## config.mk

```make
export PLATFORM = sky130hd
export DESIGN_NAME = seq_restoring_divider
export DESIGN_NICKNAME = d
export VERILOG_FILES = /design/src/rtl/seq_restoring_divider.sv
export SDC_FILE = /design/constraint.sdc
export NUM_CORES = 1
export LEC_CHECK = 0
export ABC_AREA = 1
export ABC_CLOCK_PERIOD_IN_PS = 5400
export CAP_MARGIN = 30
export CORE_MARGIN = 1.5
export CORE_UTILIZATION = 52
export CTS_CLUSTER_DIAMETER = 150
export DETAILED_ROUTE_END_ITERATION = 7
export PLACE_DENSITY_LB_ADDON = 0.1
export SYNTH_ARGS = -nofsm -noshare
export SYNTH_HDL_FRONTEND = slang
export SYNTH_SLANG_ARGS = --single-unit
```

## constraint.sdc

```tcl
create_clock -name clk -period 5.4 [get_ports clk]
set_input_delay 0.81 -clock clk [delete_from_list [all_inputs] [get_ports clk]]
set_output_delay 0.81 -clock clk [all_outputs]
set_load 0.01 [all_outputs]
```

## src/rtl/seq_restoring_divider.sv

```systemverilog
// seq_restoring_divider
//   Multi-cycle unsigned restoring divider. Each RUN cycle performs one
//   trial subtraction through a single ripple_borrow_subtractor at width
//   WIDTH+1. It produces one quotient bit per cycle and restores the
//   partial remainder whenever the trial subtraction borrows.
//
// Ports
//   clk          rising-edge clock
//   rst          synchronous active-high reset
//   in_valid     operands present
//   in_ready     divider idle and able to accept operands
//   dividend     unsigned dividend, WIDTH bits
//   divisor      unsigned divisor, WIDTH bits
//   out_valid    result present
//   out_ready    consumer accepts result
//   quotient     unsigned quotient, WIDTH bits
//   remainder    unsigned remainder, WIDTH bits
//   div_by_zero  result came from a zero divisor
//
// ripple_borrow_subtractor (same file)
//   Combinational a - b - bin with a rippled borrow chain.
//   s is the difference. cout is the borrow out of the top bit.

module ripple_borrow_subtractor #(
    parameter int WIDTH = 9
) (
    input  logic [WIDTH-1:0] a,
    input  logic [WIDTH-1:0] b,
    input  logic             bin,
    output logic [WIDTH-1:0] s,
    output logic             cout
);

    logic [WIDTH:0] borrow;

    // Bit-serial borrow chain. A bit borrows when a < b + borrow_in at that position.
    always_comb begin
        borrow    = '0;
        s         = '0;
        borrow[0] = bin;
        for (int i = 0; i < WIDTH; i++) begin
            s[i]        = a[i] ^ b[i] ^ borrow[i];
            borrow[i+1] = (~a[i] & b[i]) | (~(a[i] ^ b[i]) & borrow[i]);
        end
        cout = borrow[WIDTH];
    end

endmodule

module seq_restoring_divider #(
    parameter int WIDTH = 8
) (
    input  logic             clk,
    input  logic             rst,
    input  logic             in_valid,
    output logic             in_ready,
    input  logic [WIDTH-1:0] dividend,
    input  logic [WIDTH-1:0] divisor,
    output logic             out_valid,
    input  logic             out_ready,
    output logic [WIDTH-1:0] quotient,
    output logic [WIDTH-1:0] remainder,
    output logic             div_by_zero
);

    localparam int CW = (WIDTH > 1) ? $clog2(WIDTH) : 1;
    localparam logic [CW-1:0] CNT_INIT = CW'(WIDTH - 1);

    typedef enum logic [1:0] {IDLE, RUN, DONE} state_t;

    state_t           state_q, state_d;
    logic [WIDTH-1:0] q_q, q_d;
    logic [WIDTH-1:0] d_q, d_d;
    logic [WIDTH-1:0] r_q, r_d;
    logic [CW-1:0]    cnt_q, cnt_d;
    logic [WIDTH-1:0] quotient_q, quotient_d;
    logic [WIDTH-1:0] remainder_q, remainder_d;
    logic             div_by_zero_q, div_by_zero_d;

    logic [WIDTH:0]   trial_a;
    logic [WIDTH:0]   trial_b;
    logic [WIDTH:0]   trial_s;
    logic             trial_borrow;
    logic             trial_msb_unused;
    logic [WIDTH-1:0] r_next;
    logic [WIDTH-1:0] q_next;

    // Shift the next dividend bit into the partial remainder and try to subtract D.
    assign trial_a = {r_q, q_q[WIDTH-1]};
    assign trial_b = {1'b0, d_q};

    ripple_borrow_subtractor #(.WIDTH(WIDTH + 1)) u_trial_sub (
        .a    (trial_a),
        .b    (trial_b),
        .bin  (1'b0),
        .s    (trial_s),
        .cout (trial_borrow)
    );

    // The top difference bit carries no information when there is no borrow,
    // because the remainder is always below D.
    assign trial_msb_unused = trial_s[WIDTH];

    // Restoring step. On a borrow, keep the shifted remainder and record a 0.
    // Otherwise, take the difference and record a 1.
    always_comb begin
        if (trial_borrow) begin
            r_next = trial_a[WIDTH-1:0];
            q_next = {q_q[WIDTH-2:0], 1'b0};
        end else begin
            r_next = trial_s[WIDTH-1:0];
            q_next = {q_q[WIDTH-2:0], 1'b1};
        end
    end

    // Next-state and handshake logic. Every register holds unless its state says otherwise.
    always_comb begin
        state_d       = state_q;
        q_d           = q_q;
        d_d           = d_q;
        r_d           = r_q;
        cnt_d         = cnt_q;
        quotient_d    = quotient_q;
        remainder_d   = remainder_q;
        div_by_zero_d = div_by_zero_q;
        in_ready      = 1'b0;
        out_valid     = 1'b0;

        case (state_q)
            IDLE: begin
                in_ready = 1'b1;
                if (in_valid) begin
                    q_d = dividend;
                    d_d = divisor;
                    r_d = '0;
                    if (divisor == '0) begin
                        quotient_d    = '1;
                        remainder_d   = dividend;
                        div_by_zero_d = 1'b1;
                        state_d       = DONE;
                    end else begin
                        cnt_d   = CNT_INIT;
                        state_d = RUN;
                    end
                end
            end

            RUN: begin
                q_d = q_next;
                r_d = r_next;
                if (cnt_q == '0) begin
                    quotient_d    = q_next;
                    remainder_d   = r_next;
                    div_by_zero_d = 1'b0;
                    state_d       = DONE;
                end else begin
                    cnt_d = cnt_q - 1'b1;
                end
            end

            DONE: begin
                out_valid = 1'b1;
                if (out_ready) begin
                    state_d = IDLE;
                end
            end

            default: begin
                state_d = IDLE;
            end
        endcase
    end

    // State and datapath registers. Reset discards any in-flight operation.
    always_ff @(posedge clk) begin
        if (rst) begin
            state_q       <= IDLE;
            q_q           <= '0;
            d_q           <= '0;
            r_q           <= '0;
            cnt_q         <= '0;
            quotient_q    <= '0;
            remainder_q   <= '0;
            div_by_zero_q <= 1'b0;
        end else begin
            state_q       <= state_d;
            q_q           <= q_d;
            d_q           <= d_d;
            r_q           <= r_d;
            cnt_q         <= cnt_d;
            quotient_q    <= quotient_d;
            remainder_q   <= remainder_d;
            div_by_zero_q <= div_by_zero_d;
        end
    end

    assign quotient    = quotient_q;
    assign remainder   = remainder_q;
    assign div_by_zero = div_by_zero_q;

endmodule

```

### Word-level counts from Yosys, hierarchy flattened

Index checks and enable logic that the tools add are counted.

* add/subtract/negate cells: 1
* equal/unequal tests: 8
* mux-type cells: 29
* bitwise gates (word level): 54
* reduce and logical (&&, ||, !) cells: 9

Operators with widths (count)
* 2-to-1 mux 8 bit: 9
* case mux 8 bit (2 select lines): 4
* AND 1 bit: 16
* inverter 1 bit: 16
* XOR 1 bit: 15
* != test 2 bit (second input constant): 6
* 2-to-1 mux 3 bit: 3
* logical NOT 8 bit: 1
* 2-to-1 mux 2 bit: 4
* AND reduction 4 bit: 2
* OR 1 bit: 7
* 2-to-1 mux 1 bit: 6
* case mux 2 bit (3 select lines): 1
* case mux 3 bit (2 select lines): 1
* AND reduction 2 bit: 2
* logical NOT 3 bit: 1
* AND reduction 3 bit: 1
* subtractor 3 x 1 -> 3 bit (second input constant): 1
* == test 2 x 1 -> 1 bit (second input constant): 1
* == test 2 bit (second input constant): 1
* logical NOT 2 bit: 1
* case mux 1 bit (2 select lines): 1
* nonzero test 2 bit: 1

* register bits: 46
* bits of input ports: 20
* output and inout port bits: 19
* logic and storage cells: 109

### Depth between registers and ports, before layout

Gate-level depths: netlist of the first run.

* word-level depth: 20
* depth in mapped cells: 15
* mapped depth without buffers: 15

### Cells and area by module

A second synthesis of the first run with hierarchy kept.

* cell total of the unflattened synthesis: 320
* area total of the unflattened synthesis: 2333.5 um2

By module, submodules not included
* seq_restoring_divider: times used 1, cells each 291, area an instance 2078.2 um2
* ripple_borrow_subtractor: times used 1, cells each 29, area an instance 255.2 um2

### Worst setup path after synthesis of the first run

Ideal clock, no wire load.

* path type: register -> register
* start: register q_q[7]
* end: register remainder_q[1], in the netlist remainder[1]
* setup time: 64 ps
* arrival time: 3766 ps
* required time: 5336 ps
* slack: 1570 ps
* cell stages (with the launch flop): 16
* path buffers: 0
* clock period less this slack: 3830 ps
* cells stage by stage: dfxtp_1 > inv_1 > ha_1 > fa_1 > fa_1 > fa_1 > fa_1 > fa_1 > fa_1 > fa_1 > nand2_1 > nand2_2 > or2_1 > nand3_1 > nor2_1 > nor2_1

* cells in the longest elaborated chain, start to end: 20

RTL lines
* from (decl): RTL line 72 `logic [WIDTH-1:0] q_q, q_d;`
* from (signal assigned): RTL line 187 `q_q <= q_d;`
* inverter 1 bit *: RTL line 43 `borrow[i+1] = (~a[i] & b[i]) | (~(a[i] ^ b[i]) & borrow[i]);`
* AND 1 bit *: RTL line 43
* AND 1 bit: RTL line 43
* OR 1 bit: RTL line 43
* AND 1 bit: RTL line 43
* OR 1 bit: RTL line 43
* AND 1 bit: RTL line 43
* OR 1 bit: RTL line 43
* [4 not listed]
* AND 1 bit: RTL line 43
* OR 1 bit: RTL line 43
* AND 1 bit: RTL line 43
* OR 1 bit: RTL line 43
* AND 1 bit: RTL line 43
* 2-to-1 mux 8 bit *: RTL line 107 `if (trial_borrow) begin`
* 2-to-1 mux 8 bit *: RTL line 151 `if (cnt_q == '0) begin`
* case mux 8 bit (2 select lines) *: RTL line 129 `case (state_q)`
* to (signal assigned): RTL line 192 `remainder_q <= remainder_d;`
* to (decl): RTL line 77 `logic [WIDTH-1:0] remainder_q, remainder_d;`

Every way passes the cells marked *; elsewhere a longest branch is shown, timed or not. The select of a mux whose other input is x is not followed.
A chain may end at the register's enable or synchronous reset.

### Worst setup path in the final report of the first run

* start: register q_q[7]
* end: register remainder_q[2], in the netlist remainder[2]

* cells in the longest elaborated chain, start to end: 20

RTL lines (RTL line)
* inverter 1 bit *: 43
* AND 1 bit * (2 in series): 43
* OR 1 bit *: 43
* AND 1 bit: 43
* OR 1 bit: 43
* AND 1 bit: 43
* OR 1 bit: 43
* AND 1 bit: 43
* [3 not listed]
* AND 1 bit: 43
* OR 1 bit: 43
* AND 1 bit: 43
* OR 1 bit: 43
* AND 1 bit: 43
* 2-to-1 mux 8 bit *: 107
* 2-to-1 mux 8 bit *: 151
* case mux 8 bit (2 select lines) *: 129

Marked as above.

==> metrics.txt, run 1 <==
status complete, no violations; final WL 4610 um; Synth-to-Final Area Change 21.8%; antenna violations before repair 0; CTS tree done; first-pass GRT wire length 7980 um; GP Congestion 0.784; Pre-Repair DR Iteration Count 4; Initial Utilization 54.5%; antenna-violating nets left 0; post-cts resize count 0; Worst Path Arrival 4.30 ns; vias in the first global route 1795; CTS Buf Count 5; drt via density 5.03; worst relative slew slack 39.6%; number of port buffers 38; critical path capture point type flip-flop; largest net degree at the start of global routing 36; DRC 0; total power 0.847 mW; Remaining Overflow, GRT 0; Syn. warnings 0; slew at the pin closest to its max-slew limit 0.906 ns; Async SR Flop Fraction 0%; layout cell share with drive strength beyond 1 6.23%; Most Used Layer, Global Route met2; skew final 0.00882 ns; DRT iter0 DRCs 165; io pins 39; Rows 23; total global-route track usage 22.9%; clock sinks 46; commonest cells after routing, fill and taps aside nand2_1 (61), nor2_1 (47), dfxtp_1 (46); met1 Usage GRT 30.7%; Fin. Hold Viols 0; Antenna Cells 0; most common cell after layout, fill and taps aside nand2_1; Post-synth EDFFs 0; Fin Setup TNS 0 ns; final setup fails 0; combinational power share 27.9%; final hold slack 0.468 ns; Synth Cell Area 2210 um2; #FFs+latches synth 46; final core occ 66.4%; cts hold-fix bufs 0; DR WL/cell 11.9 um; CP startpoint kind flip-flop; Leak 1.13 nW; switching share of power 31.6%; Period Utilization, post-route 75.3%; Psw 0.268 mW; Clock power frac 25.1%; post-layout minimum cycle time 4.07 ns; clock latency on the worst-skew pair 0.29 ns; core area 4060 um2; P_int 0.579 mW; pwr dens 314 nW/um2; Hold Path Class reg2reg; Post-Syn Nets 330; worst-path fanout max 9; CTS H-tree depth 2; GRT met3 Usage 5.10%; die area 4650 um2; root buffer cell clkbuf_8; Flop pwr share 47.0%; HPWL after detailed placement 3370 um; Chip Width 68.2 um; synth unique cells 24; M2 GR Usage 37.6%; Seq/Total Area, Yosys 41.6%; Final Max Slew Viols 0; detailed-route via count 1947; layout net count 366; total of max-cap violations 0; Post-synth top flop dfxtp_1; Synth Instances 300; fmax 0.246 GHz; post-CTS setup buffer count 0; syn avg cell area 7.37 um2; Die Y 68.2 um; Max VDD drop 0.000157 V; Setup CP Type reg2reg; RSZ-0062 raised after global routing no; critical path required time 5.63 ns; Clock Path Buffers 2; fin worst setup slack 1.33 ns; Setup WS pre-CTS 1.34 ns; CTS clk-pin slew, worst paths 0.08 ns
## state kept, by name (all words and copies together) (netlist names)
register	flops
quotient	8
remainder	8
d_q	8
div_by_zero	1
state_q	2
q_q	8
cnt_q	3
r_q	8
## worst max-delay path, stage by stage (launching register included)
cell and delay, ns:
dfxtp_1 0.33, inv_1 0.06, ha_1 0.20, fa_1 0.37, fa_1 0.38, fa_1 0.40, fa_1 0.39, fa_1 0.40
fa_1 0.39, fa_1 0.36, nand2_1 0.12, nand2_2 0.11, or2_1 0.28, nand3_1 0.08, nor2_1 0.05, nor2_1 0.09
## power groups by stage
stage	logic, mW	registers (mW)	clock network, mW
2_1_floorplan	0.154	0.409	0
3_3_place_gp	0.233	0.405	0
3_5_place_dp	0.237	0.406	0
4_1_cts	0.239	0.398	0.217
5_1_grt	0.272	0.403	0.231
6_report	0.236	0.398	0.213
## routing by layer
layer / wire length [um] / share of wire (%)
met2: 2220 / 48
met1: 2110 / 46
met3: 217 / 4.7
met5: 0 / 0
met4: 52 / 1.1
## logic make-up after synthesis
kind of cell / share of synthesized area (%)
and+or+nand+nor: 28.5
AOI/OAI and AO/OA: 13.2
DFF: 41.6
buffers and inverters: 8.26
adders and majority gates: 8.03
xor gates and xnor gates: 0.396
## path summary, 6_finish.rpt
path         cells after the start            to        start  slack (ns)
max                             15  remainder[2]       q_q[7]        1.33
min                              2   div_by_zero  div_by_zero        0.47
max reg2reg                     15  remainder[2]       q_q[7]        1.33
min reg2reg                      2   div_by_zero  div_by_zero        0.47
## cells in the mapped netlist (2+ instances only)
master | number | area (um2)
nand2_1 | 61 | 229
nor2_1 | 47 | 176
dfxtp_1 | 46 | 921
inv_1 | 34 | 128
o21ai_0 | 25 | 125
a21oi_1 | 20 | 100
nand3_1 | 17 | 85.1
a31oi_1 | 8 | 50.1
or2_1 | 8 | 50.1
fa_1 | 7 | 140
nand2_2 | 4 | 25.0
clkbuf_1 | 3 | 11.3
ha_1 | 3 | 37.5
nor2_2 | 3 | 18.8
buf_2 | 2 | 10.0
buf_4 | 2 | 15.0
nand2_4 | 2 | 22.5
nor2_4 | 2 | 22.5
## cell type report
type / count / area [um2]
Clock inverter: 1 / 5.00
Inverter: 35 / 131
Sequential cell: 46 / 921
Tap cell: 50 / 62.6
Clock buffer: 7 / 86.3
Fill cell: 368 / 1360
Multi-Input combinational cell: 210 / 1110
Timing Repair Buffer: 38 / 380
## per-stage QoR
stage,instance area (um2),instances
after floorplan,2210,300
after global placement,2600,379
after detailed placement,2600,379
after CTS,2700,387
after global routing,2700,387
final,2700,387
(Power assumes the default switching activity.)
==> run 2, diff against run 1 <==
Settings changed: ABC_CLOCK_PERIOD_IN_PS 5400 to 3300, CORE_UTILIZATION 52 to 47.
Clock period 5.4 ns to 3.3 ns, I/O delays scaled along.
==> metrics.txt, run 2 (synthesis results as in run 1) <==
status finished with violations (was complete, no violations); failing checks setup timing; hold path startpoint div_by_zero (unchanged); fin worst setup slack -0.423 ns (was 1.33 ns); RSZ-0062 raised after global routing yes (was no); post-CTS setup buffer count 0 (unchanged); Pre-Repair DR Iteration Count 6 (was 4); CTS tree done (unchanged); io pins 39 (unchanged); Fin Setup TNS -6.53 ns (was 0 ns); CTS H-tree depth 2 (unchanged); worst-path fanout max 4 (was 9); final setup fails 18 (was 0); worst relative slew slack 52.6% (was 39.6%); fill count 427 (was 368); Max VDD drop 0.000283 V (was 0.000157 V); Worst Path Arrival 3.98 ns (was 4.30 ns); clock latency on the worst-skew pair 0.31 ns (was 0.29 ns); root buffer cell clkbuf_8 (unchanged); total global-route track usage 21.5% (was 22.9%); first-pass GRT wire length 8650 um (was 7980 um); core area 4440 um2 (was 4060 um2); die area 5130 um2 (was 4650 um2); DRC 0 (unchanged); CTS clk-pin slew, worst paths 0.09 ns (was 0.08 ns); largest net degree at the start of global routing 27 (was 36); Chip Width 71.6 um (was 68.2 um); flop2flop setup slack -0.42 ns (was 1.33 ns); Fin. Hold Viols 0 (unchanged); pwr dens 515 nW/um2 (was 314 nW/um2); cells on worst reg2reg path 15 (unchanged); antenna violations before repair 0 (unchanged); hold path depth 2 (unchanged); Synth-to-Final Area Change 26.6% (was 21.8%); final WL 5040 um (was 4610 um); antenna-violating nets left 0 (unchanged); HPWL after detailed placement 3550 um (was 3370 um); clock sinks 46 (unchanged); Hold Path Class reg2reg (unchanged); Rows 24 (was 23); post-layout minimum cycle time 3.72 ns (was 4.07 ns); R2R Path Start q_q[7] (unchanged); skew final 0.00927 ns (was 0.00882 ns); detailed-route via count 1989 (was 1947); fmax 0.269 GHz (was 0.246 GHz); Leak 1.17 nW (was 1.13 nW); Period Utilization, post-route 113% (was 75.3%); WHS Endpoint div_by_zero (unchanged); CP max stage cell fa_2 (was fa_1); vias in the first global route 1980 (was 1795); number of port buffers 38 (unchanged); final core occ 63.0% (was 66.4%); CTS Buf Count 5 (unchanged); Final Max Slew Viols 0 (unchanged); Antenna Cells 0 (unchanged); Critical Path Max Stage Delay 0.36 ns (was 0.40 ns); Clock Path Buffers 2 (unchanged); critical path required time 3.55 ns (was 5.63 ns); worst path cell trace inv_2 > ha_4 > fa_2 > fa_2 > fa_2 > fa_2 > fa_2 > fa_2 > fa_2 > nand2_4 > nand2_2 > or2_1 > nand3_1 > nor2_1 > nor2_1 (was inv_1 > ha_1 > fa_1 > fa_1 > fa_1 > fa_1 > fa_1 > fa_1 > fa_1 > nand2_1 > nand2_2 > or2_1 > nand3_1 > nor2_1 > nor2_1); CP startpoint kind flip-flop (unchanged); most common cell after layout, fill and taps aside nand2_1 (unchanged); Setup CP Type reg2reg (unchanged); total of max-cap violations 0 (unchanged); DRT iter0 DRCs 134 (was 165); layout net count 372 (was 366); GP Congestion 0.812 (was 0.784); Remaining Overflow, GRT 0 (unchanged); Setup WS pre-CTS -0.407 ns (was 1.34 ns); Die Y 71.6 um (was 68.2 um); layout cell share with drive strength beyond 1 12.2% (was 6.23%); commonest cells after routing, fill and taps aside nand2_1 (60), nor2_1 (47), dfxtp_1 (45) (was nand2_1 (61), nor2_1 (47), dfxtp_1 (46)); critical path capture point type flip-flop (unchanged); drt via density 5.04 (was 5.03); total power 1.44 mW (was 0.847 mW); DR WL/cell 12.8 um (was 11.9 um); slew at the pin closest to its max-slew limit 0.710 ns (was 0.906 ns); reg2reg end remainder[6] (was remainder[2]); most used cell, CP fa_2 (was fa_1); Initial Utilization 49.8% (was 54.5%)
==> run 2: cell types whose count changed in the layout (fill, tap and decap cells not counted), sizes merged <==
cell   previous run  this run
buf               0         5
nand2            67        68
==> run 2: what timing repair did <==
action | CTS | global route
pin swaps | 4 | 4
gates resized for setup | 2 | 4
cloned | 1 | 0
endpoints found under the setup margin | 18 | 18
hold buffers | 0 | 0
==> run 2: how the worst max path moves through the flow <==
stage / to / cells after the start / from / slack (ns)
floorplan: remainder[2] / 15 / q_q[7] / -0.18
global placement: remainder[4] / 15 / q_q[7] / -0.32
detailed placement: remainder[4] / 15 / q_q[7] / -0.41
CTS: remainder[4] / 15 / q_q[7] / -0.41
global route: remainder[2] / 15 / q_q[7] / -0.55
finish: remainder[6] / 15 / q_q[7] / -0.42
==> run 2: critical path: cells and delay by family (launching register included) <==
| family | cells | cell delay [ns] |
|---|---|---|
| and+or+nand+nor | 6 | 0.67 |
| DFF | 1 | 0.35 |
| buffers and inverters | 1 | 0.05 |
| adders and majority gates | 8 | 2.58 |
==> run 2: layer usage <==
| metal | vias up | part of all wire (%) | GRT usage [%] |
|---|---|---|---|
| met3 | 6 | 5.5 | 6.61 |
| met2 | 33 | 47 | 35.3 |
| met1 | 920 | 47 | 27.5 |
| met4 | 0 | 1.1 | 6.08 |
| li1 | 1030 | - | - |
| met5 | - | 0 | 0 |
==> run 2: metrics by stage <==
| stage | hold WS (ns) | instances | area [um2] |
|---|---|---|---|
| floorplan | 0.445 | 300 | 2250 |
| detailed placement | 0.458 | 386 | 2680 |
| finish | 0.475 | 395 | 2800 |
| global placement | 0.456 | 386 | 2680 |
| global route | 0.508 | 395 | 2800 |
| CTS | 0.482 | 395 | 2790 |
==> run 2: where the power goes <==
group / total (mW) / switching (mW) / internal [mW]
Combinational: 0.428 / 0.245 / 0.182
Sequential: 0.653 / 0.0354 / 0.618
Clock: 0.360 / 0.191 / 0.169
Total: 1.44 / 0.472 / 0.969
==> run 2: final cells by class <==
| type | count | area, um2 | share of cell area, % |
|---|---|---|---|
| flip-flops and latches | 46 | 922 | 32.9 |
| clock inverters | 1 | 5.00 | 0.179 |
| multi-input cells | 211 | 1170 | 41.9 |
| repair buffers | 43 | 418 | 14.9 |
| inverters | 35 | 131 | 4.69 |
| well taps | 52 | 65.1 | 2.32 |
| clock buffers | 7 | 86.3 | 3.08 |
==> run 3, diff against run 2 <==
Settings changed: CORE_ASPECT_RATIO set to 0.5.
==> metrics.txt, run 3 (synthesis results as in run 1) <==
slew at the pin closest to its max-slew limit 0.721 ns (was 0.710 ns); core area 4470 um2 (was 4440 um2); DP Area 2670 um2 (was 2680 um2); Clock power frac 24.6% (was 25.0%); critical path required time 3.55 ns (about the same); combinational power share 30.2% (was 29.7%); CTS tree done (unchanged); Worst Path Arrival 3.94 ns (was 3.98 ns); vias in the first global route 1927 (was 1980); clock latency on the worst-skew pair 0.30 ns (was 0.31 ns); Hold Path Class reg2reg (unchanged); Period Utilization, post-route 112% (was 113%); first-pass GRT wire length 8870 um (was 8650 um); antenna-violating nets left 0 (unchanged); worst path cell trace inv_2 > ha_4 > fa_2 > fa_2 > fa_2 > fa_2 > fa_2 > fa_2 > fa_2 > nand2_4 > nand2_2 > or2_1 > nand3_1 > nor2_1 > nor2_1 (unchanged); Max VDD drop 0.000290 V (was 0.000283 V); most common cell after layout, fill and taps aside nand2_1 (unchanged); fin worst setup slack -0.396 ns (was -0.423 ns); GP Congestion 0.820 (was 0.812); CP startpoint kind flip-flop (unchanged); io pins 39 (unchanged); Final Max Slew Viols 0 (unchanged); Rows 17 (was 24); critical path capture point type flip-flop (unchanged); CTS H-tree depth 2 (unchanged); Chip Width 100 um (was 71.6 um); antenna violations before repair 0 (unchanged); worst-path fanout max 4 (unchanged); failing checks setup timing (unchanged); final hold slack 0.475 ns (about the same); Final Cell Area 2830 um2 (was 2800 um2); fmax 0.271 GHz (was 0.269 GHz); total of max-cap violations 0 (unchanged); CTS clk-pin slew, worst paths 0.09 ns (about the same); Pre-Repair DR Iteration Count 4 (was 6); die area 5150 um2 (was 5130 um2); Leak 1.19 nW (was 1.17 nW); commonest cells after routing, fill and taps aside nand2_1 (60), nor2_1 (47), dfxtp_1 (45) (unchanged); CP max stage cell fa_2 (unchanged); Initial Utilization 49.5% (was 49.8%); P_int 0.972 mW (was 0.969 mW); Psw 0.471 mW (was 0.472 mW); drt via density 5.07 (was 5.04); Clock Path Buffers 2 (unchanged); Fin Setup TNS -5.96 ns (was -6.53 ns); HPWL after detailed placement 3750 um (was 3550 um); cts hold-fix bufs 0 (unchanged); Critical Path Max Stage Delay 0.36 ns (about the same); detailed-route via count 2033 (was 1989); Setup CP Type reg2reg (unchanged); status finished with violations (unchanged); Synth-to-Final Area Change 27.7% (was 26.6%); pwr dens 511 nW/um2 (was 515 nW/um2); DR WL/cell 13.2 um (was 12.8 um); Flop pwr share 45.2% (was 45.3%); number of port buffers 38 (unchanged); clock sinks 46 (unchanged); Remaining Overflow, GRT 0 (unchanged); post-layout minimum cycle time 3.70 ns (was 3.72 ns); RSZ-0062 raised after global routing yes (unchanged); skew final 0.00704 ns (was 0.00927 ns); largest net degree at the start of global routing 25 (was 27); layout net count 373 (was 372); root buffer cell clkbuf_8 (unchanged); Cells after DPL 389 (was 386); cells on worst reg2reg path 15 (unchanged); DRT iter0 DRCs 88 (was 134); final WL 5300 um (was 5040 um); Die Y 51.5 um (was 71.6 um); worst relative slew slack 51.9% (was 52.6%); switching share of power 32.6% (was 32.7%); Non-Filler Instances 401 (was 395); total global-route track usage 22.8% (was 21.5%); Fin. Hold Viols 0 (unchanged); CTS Buf Count 5 (unchanged); most used cell, CP fa_2 (unchanged); DRC 0 (unchanged); hold path depth 2 (unchanged); Antenna Cells 0 (unchanged); final setup fails 18 (unchanged); layout cell share with drive strength beyond 1 13.1% (was 12.2%)
-- run 3: power groups by stage --
stage,clock [mW],combinational [mW],sequential (mW)
3_5_place_dp,0,0.406,0.666
2_1_floorplan,0,0.262,0.671
5_1_grt,0.384,0.497,0.660
4_1_cts,0.365,0.425,0.653
3_3_place_gp,0,0.397,0.664
6_report,0.354,0.436,0.653
-- run 3: area by class of cell --
cell class / instances / area [um2]
inverters: 35 / 131
flip-flops and latches: 46 / 922
clock inverters: 1 / 5.00
well taps: 57 / 71.3
clock buffers: 7 / 86.3
fillers: 409 / 1640
multi-input cells: 211 / 1180
repair buffers: 44 / 429
-- run 3: worst paths after layout --
check,from,endpoint,slack [ns]
worst max-delay path,q_q[7],remainder[6],-0.40
worst min-delay path,div_by_zero,div_by_zero,0.47
worst max register to register,q_q[7],remainder[6],-0.40
worst min register to register,div_by_zero,div_by_zero,0.47
-- run 3: repair_timing --
action,4_1_cts,5_1_grt
buffers inserted,2,1
pin swaps,5,3
endpoints found under the setup margin,18,18
gates resized for setup,3,6
cloned,1,0
endpoints found under the hold margin,0,0
-- run 3: worst max-delay path, delay by kind of cell, from the launching register on --
kind,cells,cell delay [ns]
simple gates,6,0.68
fa+ha+maj,8,2.54
buf+inv,1,0.05
flops,1,0.34
-- run 3: stage by stage --
step | utilization [%] | worst slack [ns] | total power, mW
after floorplan | - | -0.181 | 0.933
after global placement | 59.7 | -0.309 | 1.06
after detailed placement | 59.7 | -0.376 | 1.07
after CTS | 62.6 | -0.391 | 1.44
after global routing | 63.2 | -0.538 | 1.54
final | 63.2 | -0.396 | 1.44
-- run 3: layer usage --
| metal | global-route usage, % | vias to the layer above | share of wire (%) |
|---|---|---|---|
| met5 | 0 | - | 0 |
| met4 | 6.34 | 0 | 1.0 |
| met3 | 4.97 | 7 | 5.4 |
| met2 | 37.0 | 53 | 44 |
| met1 | 31.3 | 938 | 49 |
| li1 | - | 1035 | - |
